$ cat config.mk
export PLATFORM = sky130hd
export DESIGN_NAME = reversi_move_scanner
export DESIGN_NICKNAME = d
export VERILOG_FILES = /design/src/rtl/reversi_move_scanner_pkg.sv /design/src/rtl/reversi_move_scanner_ray_step.sv /design/src/rtl/reversi_move_scanner.sv
export SDC_FILE = /design/constraint.sdc
export NUM_CORES = 1
export LEC_CHECK = 0
export BUFFER_PORTS_ARGS = -buffer_cell sky130_fd_sc_hd__clkbuf_2
export CAP_MARGIN = 5
export CORE_MARGIN = 8
export CORE_UTILIZATION = 57
export DETAILED_ROUTE_END_ITERATION = 16
export GPL_ROUTABILITY_DRIVEN = 0
export PLACE_DENSITY_LB_ADDON = 0.05
export SETUP_SLACK_MARGIN = 0.1
export SYNTH_ARGS = -nofsm -noshare
export SYNTH_HDL_FRONTEND = slang
export SYNTH_SLANG_ARGS = --single-unit
$ cat constraint.sdc
create_clock -name clk -period 6.48 [get_ports clk]
set_input_delay 1.296 -clock clk [delete_from_list [all_inputs] [get_ports clk]]
set_output_delay 1.296 -clock clk [all_outputs]
set_load 0.02 [all_outputs]
$ cat src/rtl/reversi_move_scanner_pkg.sv
// Shared Reversi types: cell encodings, ray directions and their unit deltas,
// plus the scanner FSM state type.
package reversi_pkg;

    localparam logic [1:0] CELL_EMPTY = 2'b00;
    localparam logic [1:0] CELL_BLACK = 2'b01;
    localparam logic [1:0] CELL_WHITE = 2'b10;

    typedef enum logic [2:0] {
        DIR_N, DIR_NE, DIR_E, DIR_SE, DIR_S, DIR_SW, DIR_W, DIR_NW
    } dir_t;

    typedef enum logic [1:0] {
        ST_IDLE, ST_ORIGIN, ST_WALK, ST_DONE
    } state_t;

    // y grows downward, so north is -1
    function automatic logic signed [1:0] dir_dx(dir_t d);
        case (d)
            DIR_NE, DIR_E, DIR_SE: return 2'sd1;
            DIR_SW, DIR_W, DIR_NW: return -2'sd1;
            default:               return 2'sd0;
        endcase
    endfunction

    function automatic logic signed [1:0] dir_dy(dir_t d);
        case (d)
            DIR_N, DIR_NE, DIR_NW: return -2'sd1;
            DIR_SE, DIR_S, DIR_SW: return 2'sd1;
            default:               return 2'sd0;
        endcase
    endfunction

endpackage

$ cat src/rtl/reversi_move_scanner_ray_step.sv
// Combinational one-cell ray advance: next cursor along a direction and
// whether that next cursor has left the board.
module reversi_ray_step
    import reversi_pkg::*;
#(
    parameter int BOARD_DIM = 8,
    parameter int COORD_W   = $clog2(BOARD_DIM)
) (
    input  logic signed [COORD_W:0] cur_x,
    input  logic signed [COORD_W:0] cur_y,
    input  dir_t                    dir,
    output logic signed [COORD_W:0] nxt_x,
    output logic signed [COORD_W:0] nxt_y,
    output logic                    off_board
);

    localparam logic [COORD_W:0] DIM_EXT = (COORD_W + 1)'(BOARD_DIM);

    logic signed [1:0] dx;
    logic signed [1:0] dy;

    always_comb begin
        dx = dir_dx(dir);
        dy = dir_dy(dir);
        nxt_x = cur_x + {{(COORD_W - 1){dx[1]}}, dx};
        nxt_y = cur_y + {{(COORD_W - 1){dy[1]}}, dy};
        // Negative values have the sign bit set, so an unsigned compare
        // against the edge length catches both sides of the board.
        off_board = ($unsigned(nxt_x) >= DIM_EXT) || ($unsigned(nxt_y) >= DIM_EXT);
    end

endmodule

$ cat src/rtl/reversi_move_scanner.sv
// Sequential Reversi move validator: walks the eight rays from a candidate
// square one cell per clock, reporting per-direction captures and flip count.
module reversi_move_scanner
    import reversi_pkg::*;
#(
    parameter int BOARD_DIM = 8,
    parameter int COORD_W   = $clog2(BOARD_DIM),
    parameter int FLIP_W    = $clog2(8 * BOARD_DIM)
) (
    input  logic                               clk,
    input  logic                               reset,
    input  logic                               start,
    output logic                               ready,
    input  logic [COORD_W-1:0]                 x,
    input  logic [COORD_W-1:0]                 y,
    input  logic                               player_black,
    input  logic                               early_exit,
    input  logic [2*BOARD_DIM*BOARD_DIM-1:0]   board,
    output logic                               done,
    output logic [7:0]                         valids,
    output logic [16*COORD_W-1:0]              end_points,
    output logic                               any_valid,
    output logic [FLIP_W-1:0]                  flip_count
);

    localparam int IDX_W = $clog2(2 * BOARD_DIM * BOARD_DIM);

    function automatic logic [IDX_W-1:0] cell_base(input logic [COORD_W-1:0] cx,
                                                   input logic [COORD_W-1:0] cy);
        return IDX_W'((int'(cy) * BOARD_DIM + int'(cx)) * 2);
    endfunction

    state_t state, state_next;

    logic [2*BOARD_DIM*BOARD_DIM-1:0] board_q;
    logic [COORD_W-1:0]               org_x, org_y;
    logic                             player_q, early_q;
    dir_t                             dir_q;
    logic signed [COORD_W:0]          cur_x, cur_y;
    logic                             cur_off;
    logic [COORD_W-1:0]               run_q;

    logic [1:0]              own_cell, opp_cell, cur_cell, org_cell;
    logic [IDX_W-1:0]        cur_idx;
    logic                    org_busy, ray_continue, ray_end, ray_hit;
    logic signed [COORD_W:0] base_x, base_y, step_x, step_y;
    dir_t                    step_dir;
    logic                    step_off;

    always_comb begin
        own_cell     = player_q ? CELL_BLACK : CELL_WHITE;
        opp_cell     = player_q ? CELL_WHITE : CELL_BLACK;
        cur_idx      = cur_off ? '0 : cell_base(cur_x[COORD_W-1:0], cur_y[COORD_W-1:0]);
        cur_cell     = cur_off ? CELL_EMPTY : board_q[cur_idx +: 2];
        org_cell     = board_q[cell_base(org_x, org_y) +: 2];
        org_busy     = (org_cell == CELL_BLACK) || (org_cell == CELL_WHITE);
        ray_continue = (state == ST_WALK) && !cur_off && (cur_cell == opp_cell);
        ray_end      = (state == ST_WALK) && !ray_continue;
        ray_hit      = ray_end && !cur_off && (cur_cell == own_cell) && (run_q != '0);
        // A finished ray restarts from the origin in the next direction in the same cycle
        if (ray_continue) begin
            base_x   = cur_x;
            base_y   = cur_y;
            step_dir = dir_q;
        end else begin
            base_x   = {1'b0, org_x};
            base_y   = {1'b0, org_y};
            step_dir = (state == ST_WALK) ? dir_t'(3'(dir_q + 3'd1)) : DIR_N;
        end
    end

    reversi_ray_step #(
        .BOARD_DIM (BOARD_DIM),
        .COORD_W   (COORD_W)
    ) u_ray_step (
        .cur_x     (base_x),
        .cur_y     (base_y),
        .dir       (step_dir),
        .nxt_x     (step_x),
        .nxt_y     (step_y),
        .off_board (step_off)
    );

    always_ff @(posedge clk) begin
        if (reset) state <= ST_IDLE;
        else       state <= state_next;
    end

    always_comb begin
        state_next = state;
        case (state)
            ST_IDLE:   if (start) state_next = ST_ORIGIN;
            ST_ORIGIN: state_next = org_busy ? ST_DONE : ST_WALK;
            ST_WALK:   if (ray_end && (dir_q == DIR_NW || (early_q && ray_hit)))
                           state_next = ST_DONE;
            ST_DONE:   state_next = ST_IDLE;
            default:   state_next = ST_IDLE;
        endcase
    end

    // Result registers: cleared on reset and on every accepted start
    always_ff @(posedge clk) begin
        if (reset) begin
            ready      <= 1'b1;
            done       <= 1'b0;
            valids     <= '0;
            end_points <= '0;
            any_valid  <= 1'b0;
            flip_count <= '0;
        end else begin
            ready <= (state_next == ST_IDLE);
            done  <= (state_next == ST_DONE);
            if (state == ST_IDLE && start) begin
                valids     <= '0;
                end_points <= '0;
                any_valid  <= 1'b0;
                flip_count <= '0;
            end else if (ray_hit) begin
                valids[dir_q] <= 1'b1;
                any_valid     <= 1'b1;
                end_points[int'(dir_q) * 2 * COORD_W +: 2 * COORD_W]
                    <= {cur_y[COORD_W-1:0], cur_x[COORD_W-1:0]};
                flip_count    <= flip_count + FLIP_W'(run_q);
            end
        end
    end

    always_ff @(posedge clk) begin
        case (state)
            ST_IDLE: begin
                if (start) begin
                    board_q  <= board;
                    org_x    <= x;
                    org_y    <= y;
                    player_q <= player_black;
                    early_q  <= early_exit;
                end
            end
            ST_ORIGIN, ST_WALK: begin
                cur_x   <= step_x;
                cur_y   <= step_y;
                cur_off <= step_off;
                run_q   <= ray_continue ? run_q + 1'b1 : '0;
                if (state == ST_ORIGIN) dir_q <= DIR_N;
                else if (ray_end)       dir_q <= dir_t'(3'(dir_q + 3'd1));
            end
            default: ;
        endcase
    end

endmodule

Word level (Yosys, flattened, before mapping)
Index checks and enable logic that the tools add are counted.
- bits in registers: 218
- bits of input ports: 139
- output and inout port bits: 65
- word-level logic and storage cells: 97
- add/sub/neg operators: 8
- multiply operators: 1
- magnitude comparators: 4
- equal/unequal tests: 16
- shifts and indexed selects: 4
- mux-type cells: 18
- bitwise logic cells: 1
- reductions and logical operators: 28
- operator list (cell ; count):
    $shiftx 128x8->2 ; 2
    $bwmux 48 ; 1
    $shift 6x33->48 const A ; 1
    $shiftx 6x33->48 ; 1
    $neg 6->33 ; 1
    $add 6x3->6 ; 3
    $eq 3x3->1 const B ; 5
    $reduce_or 3->1 ; 4
    $logic_and 1x1->1 ; 10
    $mux 2 ; 5
    $mux 3 ; 3
    $add 4x4->4 ; 2
    $eq 2x2->1 const B ; 4
    $ge 4x4->1 const B ; 2
    $mux 4 ; 2
    $or 8x8->8 ; 1
    $pmux 2 s2 ; 2
    $pmux 2 s4 ; 1
    $mux 7 ; 1
    $add 3x1->3 const B ; 2
    $eq 3x2->1 const B ; 2
    $mul 3x2->5 const B ; 1
    $eq 2x1->1 const B ; 2
    $eq 2x2->1 ; 2
    other kinds (13) ; 20

Depth between registers and ports, before layout
Gate-level depths: netlist of the first run.
- depth after elaboration: 17
- gate-level depth with buffers: 20
- mapped depth without buffers: 16

Modules after synthesis
Synthesis of the first run repeated with hierarchy kept, for this count alone.
- cells, all modules: 960
- area total of the unflattened synthesis: 11348.4 µm²
- modules (own cells, without submodules) (module ; instances ; cells each ; area an instance (µm²) ; sequential area each (µm²)):
    reversi_move_scanner ; 1 ; 921 ; 11049.3 ; 5875.6
    reversi_ray_step ; 1 ; 39 ; 299.0 ; 0.0

Least setup slack after synthesis of the first run
No wires, ideal clock.
- kind: input to register
- start point: input port start
- end point: register end_points[20]
- setup time: 134 ps
- data arrival time: 5562 ps
- data required time: 6346 ps
- setup slack: 783 ps
- cell stages on the path: 5
- buffers on the path: 1
- path through: and2_1 nor2_1 clkbuf_1 o311ai_0 o31ai_1
- word-level cells in the longest chain between the ends: 2
- ends and longest elaborated chain (what ; RTL line ; RTL):
    start: declaration ; reversi_move_scanner.sv:12 ; input logic start,
    $logic_and 1x1->1 ; reversi_move_scanner.sv:113 ; if (state == ST_IDLE && start) begin
    $reduce_or 2->1 (no line) ; -- ;
    end signal: assignment ; reversi_move_scanner.sv:107 ; end_points <= '0;
    end signal: assignment ; reversi_move_scanner.sv:115 ; end_points <= '0;
    end: declaration ; reversi_move_scanner.sv:21 ; output logic [16*COORD_W-1:0] end_points,
No other way between the ends.
A chain may end at the register's enable or synchronous reset.

Worst setup path in the final report of the first run
- start point: register cur_x[0]
- end point: register cur_off, data pin
- word-level cells in the longest chain between the ends: 13
- elaborated cells between the ends (all ways): 28
- classes of those cells: add/sub: 3; order compare: 2; eq/ne: 8; shift: 1; mux: 7; reduce/logical: 7
- ends and longest elaborated chain (what ; RTL line ; RTL):
    start: declaration ; reversi_move_scanner.sv:39 ; logic signed [COORD_W:0] cur_x, cur_y;
    start signal: assignment ; reversi_move_scanner.sv:140 ; cur_x <= step_x;
    $add 6x3->6 ; reversi_move_scanner.sv:30 ; return IDX_W'((int'(cy) * BOARD_DIM + int'(cx)) * 2);
    $mux 7 ; reversi_move_scanner.sv:53 ; cur_idx = cur_off ? '0 : cell_base(cur_x[COORD_W-1:0], cur_y[COORD_W-1:0]);
    $shiftx 128x8->2 ; reversi_move_scanner.sv:54 ; cur_cell = cur_off ? CELL_EMPTY : board_q[cur_idx +: 2];
    $mux 2 ; reversi_move_scanner.sv:54 ;
    $eq 2x2->1 ; reversi_move_scanner.sv:57 ; ray_continue = (state == ST_WALK) && !cur_off && (cur_cell == opp_cell);
    $logic_and 1x1->1 ; reversi_move_scanner.sv:57 ;
    $mux 3 ; reversi_move_scanner.sv:61 ; if (ray_continue) begin
    $eq 3x3->1 (tied with other cells) ; reversi_move_scanner_pkg.sv:19 ; case (d)
    $reduce_or 3->1, on equally long branches ; reversi_move_scanner_pkg.sv:19, reversi_move_scanner_pkg.sv:27 ;
    $pmux 2 s2, on equally long branches ; reversi_move_scanner_pkg.sv:19, reversi_move_scanner_pkg.sv:27 ;
    $add 4x4->4, on equally long branches ; reversi_move_scanner_ray_step.sv:25, reversi_move_scanner_ray_step.sv:26 ;
    $ge 4x4->1 ; reversi_move_scanner_ray_step.sv:29 ; off_board = ($unsigned(nxt_x) >= DIM_EXT) || ($unsigned(nxt_y) >= DIM_EXT);
    $logic_or 1x1->1 (*) ; reversi_move_scanner_ray_step.sv:29 ;
    via step_off ; reversi_move_scanner.sv:48 ; logic step_off;
    end signal: assignment ; reversi_move_scanner.sv:142 ; cur_off <= step_off;
    end: declaration ; reversi_move_scanner.sv:40 ; logic cur_off;
Mark *: on every way through the listed nets, which the timed path passes. The rest lies on a longest branch.

==> results of run 1 <==
-- routing by layer --
metal | wire (microns) | part of all wire [%]
met1 | 12010 | 41
met2 | 13780 | 47
met3 | 2159 | 7.4
met4 | 1283 | 4.4
met5 | 0 | 0
-- placed cells by master, fill, tap and decap left out, drive strengths merged, types with 22 or more instances in the layout --
cell type / count
mux2i: 65
dfxtp: 67
edfxtp: 151
nor2: 47
o21ai: 34
a21oi: 45
clkbuf: 231
ha: 25
nand4: 22
inv: 27
nand3: 22
mux4: 39
nand2: 99
-- state kept, by name (all words and copies together), names as in the netlist --
name / cells
state: 2
cur_y: 4
ready: 1
early_q: 1
dir_q: 3
done: 1
player_q: 1
any_valid: 1
org_x: 3
cur_off: 1
cur_x: 4
org_y: 3
flip_count: 6
end_points: 48
valids: 8
run_q: 3
board_q: 128
-- power groups by stage --
stage / Clock (mW) / Sequential [mW] / Combinational [mW]
2_1_floorplan: 0 / 2.04 / 2.18
3_3_place_gp: 0 / 2.18 / 2.67
3_5_place_dp: 0 / 2.18 / 2.69
4_1_cts: 1.29 / 2.16 / 2.70
5_1_grt: 1.34 / 2.20 / 2.97
6_report: 1.27 / 2.16 / 2.73
-- through the flow --
step | cell area, sq um | util (%)
3_5_place_dp | 12650 | 63.11
6_report | 13370 | 66.72
3_3_place_gp | 12650 | 63.11
5_1_grt | 13370 | 66.72
4_1_cts | 13370 | 66.72
2_1_floorplan | 11530 | -
-- cells by family after synthesis --
| logic type | share of synthesized area [%] |
|---|---|
| AOI/OAI and AO/OA | 12.83 |
| DFF | 50.97 |
| xor gates and xnor gates | 1.975 |
| buffers and inverters | 3.842 |
| adders and majority gates | 3.408 |
| and+or+nand+nor | 12.57 |
| muxes | 14.40 |
-- cell type report --
class                   count  area (sq um)
flip-flops and latches    218          5876
clock buffers              28         604.3
repair buffers            217          1121
multi-input cells         654          5214
fillers                  1554          6669
clock inverters            13         120.1
inverters                  26         97.59
well taps                 270         337.8
-- how the worst max path moves through the flow --
stage | startpoint | slack (ns) | cells after the start | to
floorplan | start | 0.78 | 5 | end_points[20]
global route | cur_x[0] | 0.78 | 17 | cur_off
detailed placement | cur_x[0] | 1.28 | 17 | cur_off
global placement | cur_x[0] | 1.56 | 16 | cur_off
finish | cur_x[0] | 1.19 | 16 | cur_off
CTS | cur_x[0] | 1.28 | 17 | cur_off
-- worst reg2reg max path: cells and delay by family, from the launching register on --
kind / cells / cell delay [ns]
adders and majority gates: 1 / 0.25
buffers and inverters: 2 / 0.68
AOI/OAI and AO/OA: 8 / 2.22
and+or+nand+nor: 5 / 0.99
DFF: 1 / 0.89
==> results.txt, run 1 <==
Status -> complete, no violations
Number of buffers added for setup after CTS -> 0
Hold Path End -> end_points[17]
Rel. slew slack -> 40.28%
Area of the core -> 20,040 sq um
Slowest cell on crit path -> edfxtp_1
Routed vias/inst -> 6.027
Worst Path Required -> 6.72 ns
Leak -> 5.209 nW
Antenna violations before repair -> 0
First-pass GRT wire length -> 45.82 mm
Slew Viols, Final -> 0
IO Port Bufs -> 203
Fin crit share -> 81.57%
Net count after synthesis -> 1,131
Final #Nets -> 1,308
Highest cell delay on the worst timing path -> 0.89 ns
Kind of critical path -> reg2reg
Top-Level Pins -> 204
Cell area power density -> 461.0 nW/um^2
Total Power -> 6.164 mW
Yosys top cell area share -> 39.34%
Final hold vios -> 0
CP Max Fanout -> 29
GRT met2 Usage -> 38.30%
Sw Ratio -> 41.08%
Final setup viols -> 0
Clock root buffer -> clkbuf_16
Critical Path, Cell by Cell -> buf_4 > nor2b_1 > a2111oi_0 > a211o_1 > nor4_2 > or3b_1 > a211oi_2 > o21ai_0 > buf_4 > o21ai_0 > ha_1 > a21o_1 > a21oi_1 > a2111oi_0 > or4_1 > nand4_1
Die Wd -> 158.2 microns
RSZ-0062 raised after global routing -> no
First-pass detailed-route iteration total -> 5
CTS HTree Levels -> 1
Final worst setup slack -> 1.195 ns
Most used DFF post-synth -> edfxtp_1
Resize count post-CTS -> 0
Gr busiest metal -> met2
Share of cells above drive strength 1 -> 27.77%
Remaining Overflow, GRT -> 0
MaxCap Viol Count -> 0
Warnings from Yosys -> 0
CTS Buffer Depth -> 3
Vias -> 8,595
Syn-to-layout area delta -> 15.99%
Post-DP HPWL -> 22.06 mm
Vias in the first global route -> 8,772
Die height -> 158.2 microns
Max VDD drop -> 0.0002998 V
Worst-Margin Slew -> 0.8938 ns
# hold bufs at CTS -> 0
R2R depth -> 16
Worst skew pair latency -> 0.51 ns
Avg Inst Size Synth -> 11.97 sq um
Post-synthesis async set-or-reset flop share -> 0%
Clock Skews -> 0.01498 ns
Mapped Area -> 11,530 sq um
CTS Buf Count -> 23
Global Route Usage Sum -> 23.19%
Detailed Route WL -> 29.23 mm
Most frequent cell after synthesis -> edfxtp_1
Largest cells by area after synthesis -> edfxtp_1 (39%), dfxtp_1 (12%), mux4_2 (7.2%), mux2i_1 (5.6%), nand2_1 (3.2%)
Critical path arrival -> 5.53 ns
Clock-pin slew on the worst setup and hold paths -> 0.07 ns
R2r startpoint -> cur_x[0]
Post-synth EDFFs -> 151
Initial drt markers -> 730
Max Fclk -> 189.2 MHz
Worst reg2reg endpoint -> cur_off
Endpoint type of the worst setup path -> flip-flop
Int Pwr -> 3.632 mW
Non-filler cells, final -> 1,426
WP buf/inv -> 2
Fin crit period -> 5.285 ns
DRC -> 0
Setup WS pre-CTS -> 1.284 ns
Initial Utilization -> 57.52%
CTS Sinks -> 218
Largest net degree at the start of global routing -> 70
CP Launch Type -> flip-flop
Combinational fraction of design power -> 44.3%
Psw -> 2.532 mW
Die area -> 25,030 sq um
Met3 Resource Use GR -> 4.040%
R2R Setup Slk -> 1.19 ns
Synth area leader -> edfxtp_1
Routed Antenna Nets -> 0
Placed cells -> 1,385
Part of the power in registers -> 35.1%
Post-Route Setup TNS -> 0 ns
CTS tree -> built
Top cells by count, synth -> edfxtp_1 (151), nand2_1 (99), dfxtp_1 (67), mux2i_1 (65), nor2_1 (47)
Netlist cell types -> 86
Hold crit path type -> reg2reg
# rows -> 52
ANT cells -> 0
Final hold slack -> 0.4569 ns
Worst hold start -> end_points[17]
Hold Path Depth -> 2
Gate count of the mapped netlist -> 963
Sequential area share after synthesis -> 50.97%
M1 GR Usage -> 29.30%
Synthesized flop and latch total -> 218
Cell family with most CP delay -> compound AO/OA/AOI/OAI gates
DR WL/cell -> 20.50 microns
Clock network fraction of design power -> 20.6%
(Power assumes the default switching activity.)
==> inputs of run 2 (changes only) <==
Clock period 6.48 ns to 5.1 ns, I/O delays scaled along.
==> results.txt, run 2 (same netlist as run 1, synthesis figures left out) <==
Setup WS pre-CTS -> 0.5008 ns
R2R Setup Slk -> 0.42 ns
Register area -> 5876 sq um
Fin crit period -> 4.680 ns
Final setup viols -> 0
Worst skew pair latency -> 0.51 ns
Largest registers -> board_q (128), end_points (48), valids (8)
Int Pwr -> 4.812 mW
Post-Route Setup TNS -> 0 ns
RSZ-0062 raised after global routing -> no
Sw Ratio -> 40.20%
DR WL/cell -> 20.25 microns
Detailed Route WL -> 29.14 mm
Final #Nets -> 1,321
First-pass GRT wire length -> 45.38 mm
Worst reg2reg endpoint -> cur_off
Multi-input gate area -> 5214 sq um
Combinational fraction of design power -> 45.1%
Hold Path Depth -> 2
Clock-pin slew on the worst setup and hold paths -> 0.06 ns
# hold bufs at CTS -> 0
Antenna violations before repair -> 0
Leak -> 5.322 nW
Total Power -> 8.048 mW
Initial drt markers -> 616
CTS tree -> built
Largest Register -> board_q
Hold crit path type -> reg2reg
Routed Antenna Nets -> 0
Design area -> 13,560 sq um
Syn-to-layout area delta -> 17.59%
MaxCap Viol Count -> 0
CP startpoint -> cur_off
Worst-Margin Slew -> 0.9839 ns
Kind of critical path -> reg2reg
Global Route Usage Sum -> 23.09%
Die height -> 158.2 microns
Die Wd -> 158.2 microns
Final hold vios -> 0
# rows -> 52
Part of the power in registers -> 33.1%
Cell area power density -> 593.7 nW/um^2
CTS Sinks -> 218
Slew Viols, Final -> 0
Worst hold start -> end_points[12]
Final worst setup slack -> 0.4205 ns
Status -> complete, no violations
Clock network fraction of design power -> 21.8%
Largest net degree at the start of global routing -> 85
CTS Buffer Depth -> 3
Vias -> 8,559
Top-Level Pins -> 204
Number of flip-flops in the largest register -> 128
R2R depth -> 16
Max VDD drop -> 0.0003853 V
Rel. slew slack -> 34.41%
Post-DP HPWL -> 22.08 mm
IO Port Bufs -> 203
ANT cells -> 0
CTS HTree Levels -> 1
Worst Path Required -> 5.35 ns
Fin crit share -> 91.76%
Endpoint type of the worst setup path -> flip-flop
Share of cells above drive strength 1 -> 29.34%
Initial Utilization -> 57.52%
Max Fclk -> 213.7 MHz
Remaining Overflow, GRT -> 0
Vias in the first global route -> 8,596
Hold Path End -> end_points[12]
DRC -> 0
Area of the core -> 20,040 sq um
Critical path arrival -> 4.92 ns
Filler instances -> 1,516
Clock Skews -> 0.01332 ns
Most frequent cells in the layout -> clkbuf_2 (203), edfxtp_1 (151), nand2_1 (99)
CTS Buf Count -> 23
Post-Place Cell Area -> 12,760 sq um
CP Launch Type -> flip-flop
Die area -> 25,030 sq um
Number of buffers added for setup after CTS -> 0
CP Max Fanout -> 14
Routed vias/inst -> 5.948
First-pass detailed-route iteration total -> 5
R2r startpoint -> cur_off
Most common cell after layout, fill and taps aside -> clkbuf_2
Psw -> 3.235 mW
Resize count post-CTS -> 0
Clock root buffer -> clkbuf_16
-- run 2: layout make-up --
| type | count | area share [%] |
|---|---|---|
| well taps | 270 | 2.492 |
| repair buffers | 230 | 9.083 |
| inverters | 26 | 0.7200 |
| multi-input cells | 654 | 38.46 |
| flip-flops and latches | 218 | 43.35 |
| clock inverters | 15 | 1.348 |
| clock buffers | 26 | 4.550 |
-- run 2: worst max-delay path by stage --
stage               to  slack (ns)  depth (start not counted)
6_report       cur_off        0.42                         16
5_1_grt        cur_off        0.11                         17
4_1_cts        cur_off        0.48                         17
3_5_place_dp   cur_off        0.50                         17
3_3_place_gp   cur_off        0.65                         16
2_1_floorplan  cur_off        0.87                         17
-- run 2: power by group through the flow --
stage	Sequential (mW)	Clock (mW)	Combinational [mW]
global placement	2.69	0	3.57
CTS	2.66	1.79	3.60
finish	2.66	1.76	3.63
floorplan	2.56	0	2.77
detailed placement	2.70	0	3.59
global route	2.70	1.85	3.94
-- run 2: routing by layer --
metal  up-vias  wire length, microns  track usage, %
met4         0                  1061           8.487
met1      4082                 11900           29.83
li1       4089                     -               -
met2       323                 14160           38.51
met5         -                     0               0
met3        65                  2030           3.822
-- run 2: critical path, cell delays in order (launching register included) --
cell       delay [ns]
edfxtp_1         0.56
nor2b_1          0.45
nor3_1           0.12
a2111o_1         0.43
o32ai_4          0.30
o211ai_2         0.22
a211oi_2         0.42
o21ai_0          0.16
buf_4            0.21
nand2_1          0.07
o21ai_0          0.14
ha_1             0.32
a21o_1           0.10
a21oi_1          0.08
a2111oi_0        0.53
or4_1            0.21
nand4_1          0.10
-- run 2: per-stage QoR --
stage | instances | hold slack (ns) | utilization, %
2_1_floorplan | 963 | 0.5332 | -
3_3_place_gp | 1398 | 0.4450 | 63.66
3_5_place_dp | 1398 | 0.4516 | 63.66
4_1_cts | 1439 | 0.4647 | 67.64
5_1_grt | 1439 | 0.4752 | 67.64
6_report | 1439 | 0.4591 | 67.64
==> inputs of run 3 (changes only) <==
Settings changed: BUFFER_PORTS_ARGS -buffer_cell sky130_fd_sc_hd__clkbuf_2 to default, CORE_UTILIZATION 57 to 69, DONT_BUFFER_PORTS from default to 1.
Clock period 5.1 ns to 5.5 ns, I/O delays scaled along.
==> results.txt, run 3 (same netlist as run 1, synthesis figures left out) <==
Share of cells above drive strength 1 -> 12.55%
CTS Buf Count -> 22
Global Route Usage Sum -> 27.14%
Remaining Overflow, GRT -> 0
Most common cell after layout, fill and taps aside -> edfxtp_1
Kind of critical path -> reg2reg
Worst skew pair latency -> 0.52 ns
Fin crit period -> 5.041 ns
Worst hold start -> end_points[40]
CTS Sinks -> 218
Initial Utilization -> 70.01%
CTS tree -> built
CP startpoint -> cur_off
Critical path arrival -> 5.43 ns
Hold crit path type -> reg2reg
# hold bufs at CTS -> 0
Multi-input gate area -> 5215 sq um
Routed vias/inst -> 7.109
CP Max Fanout -> 19
First-pass detailed-route iteration total -> 9
Final setup viols -> 0
R2R depth -> 15
# rows -> 47
Final hold vios -> 0
Vias in the first global route -> 8,262
Endpoint type of the worst setup path -> flip-flop
Clock Skews -> 0.02573 ns
Leak -> 4.313 nW
Post-DP HPWL -> 21.75 mm
DRC -> 0
Final hold slack -> 0.5710 ns
R2r startpoint -> cur_off
Fin crit share -> 91.65%
Rel. slew slack -> 12.46%
RSZ-0062 raised after global routing -> no
DR WL met3 -> 3.317 mm
Die Wd -> 145.3 microns
Highest cell delay on the worst timing path -> 0.61 ns
Max Fclk -> 198.4 MHz
Worst-Margin Slew -> 1.313 ns
CP Launch Type -> flip-flop
Register area -> 5876 sq um
Largest registers -> board_q (128), end_points (48), valids (8)
Number of flip-flops in the largest register -> 128
Antenna violations before repair -> 3
Hold Path End -> end_points[40]
Slew Viols, Final -> 0
R2R Setup Slk -> 0.46 ns
Post-Route Setup TNS -> 0 ns
Largest Register -> board_q
Met2 routed WL -> 14.49 mm
Largest net degree at the start of global routing -> 88
Cell area power density -> 587.8 nW/um^2
Routed Antenna Nets -> 0
CTS Buffer Depth -> 3
MaxCap Viol Count -> 0
Syn-to-layout area delta -> 6.262%
DR WL/cell -> 25.53 microns
Initial drt markers -> 1,039
WP buf/inv -> 2
Top-Level Pins -> 204
Clock-pin slew on the worst setup and hold paths -> 0.07 ns
Final #Nets -> 1,105
Die area -> 21,100 sq um
Critical Path, Cell by Cell -> buf_4 > nand2b_1 > o311ai_0 > a21oi_1 > or3_1 > nor4_4 > o21ai_0 > buf_4 > o21ai_0 > ha_1 > a21o_1 > a21oi_1 > a2111oi_1 > or4_1 > nand4_1
Detailed Route WL -> 29.87 mm
Die height -> 145.3 microns
CTS HTree Levels -> 1
Cell family with most CP delay -> simple AND/OR/NAND/NOR gates
Vias -> 8,317
Slowest cell on crit path -> edfxtp_1
Clock root buffer -> clkbuf_16
Status -> complete, no violations
Top sig layer -> met5
Filler instances -> 1,024
Worst Path Required -> 5.89 ns
Worst reg2reg endpoint -> cur_off
Max VDD drop -> 0.0003929 V
IO Port Bufs -> 0
Most frequent cells in the layout -> edfxtp_1 (151), nand2_1 (99), dfxtp_1 (67)
Area of the core -> 16,470 sq um
Met1 wire length -> 10.66 mm
Hold Path Depth -> 2
First-pass GRT wire length -> 46.06 mm
[run 3: cell types whose count changed in the layout (fill, tap and decap cells not counted), sizes merged]
cell    before  now
clkbuf     229   26
buf         27   15
bufinv       4    1
clkinv       9    7
diode        0    2
inv         27   26
[run 3: cell type report]
type | count | share of cell area, %
antenna | 2 | 0.04086
clock buffer | 26 | 4.780
clock inverter | 9 | 0.6742
inverter | 26 | 0.7967
multi-input combinational | 654 | 42.57
sequential | 218 | 47.97
tap | 220 | 2.247
timing repair buffer | 15 | 0.9193
[run 3: tightest hold or removal path: cells and delay by family (launching register included)]
kind          cells  cell delay, ns
flops             1            0.38
mux               1            0.06
simple gates      1            0.09
[run 3: what timing repair did]
action                     in CTS  in global routing
setup endpoints to repair       0                  2
resized for setup               0                  1
setup buffers                   0                  0
[run 3: layer usage]
| metal | GRT usage, % | vias to the layer above |
|---|---|---|
| met5 | 0 | - |
| met4 | 12.34 | 2 |
| met3 | 7.432 | 125 |
| met2 | 46.19 | 594 |
| met1 | 31.58 | 3947 |
| li1 | - | 3649 |
[run 3: how the worst max path moves through the flow]
stage,cells past startpoint,endpoint
CTS,16,cur_off
global placement,17,cur_off
floorplan,17,cur_off
global route,17,cur_off
finish,15,cur_off
detailed placement,16,cur_off
[run 3: where the power goes]
group / total (mW) / leakage (nW) / switching [mW] / internal [mW]
Combinational: 3.25 / 2.01 / 2.09 / 1.16
Sequential: 2.54 / 1.97 / 0.323 / 2.21
Clock: 1.41 / 0.330 / 0.607 / 0.802
[run 3: metrics by stage]
stage          worst slack (ns)  cells  total power [mW]  instance area, sq um  utilization [%]
2_1_floorplan             1.269    963             4.940                 11530                -
6_report                 0.4594   1170             7.200                 12250            74.39
5_1_grt                  0.1561   1170             7.501                 12250            74.39
3_3_place_gp             0.8904   1133             5.591                 11570            70.30
3_5_place_dp             0.5897   1133             5.699                 11570            70.30
4_1_cts                  0.5347   1168             7.112                 12240            74.35
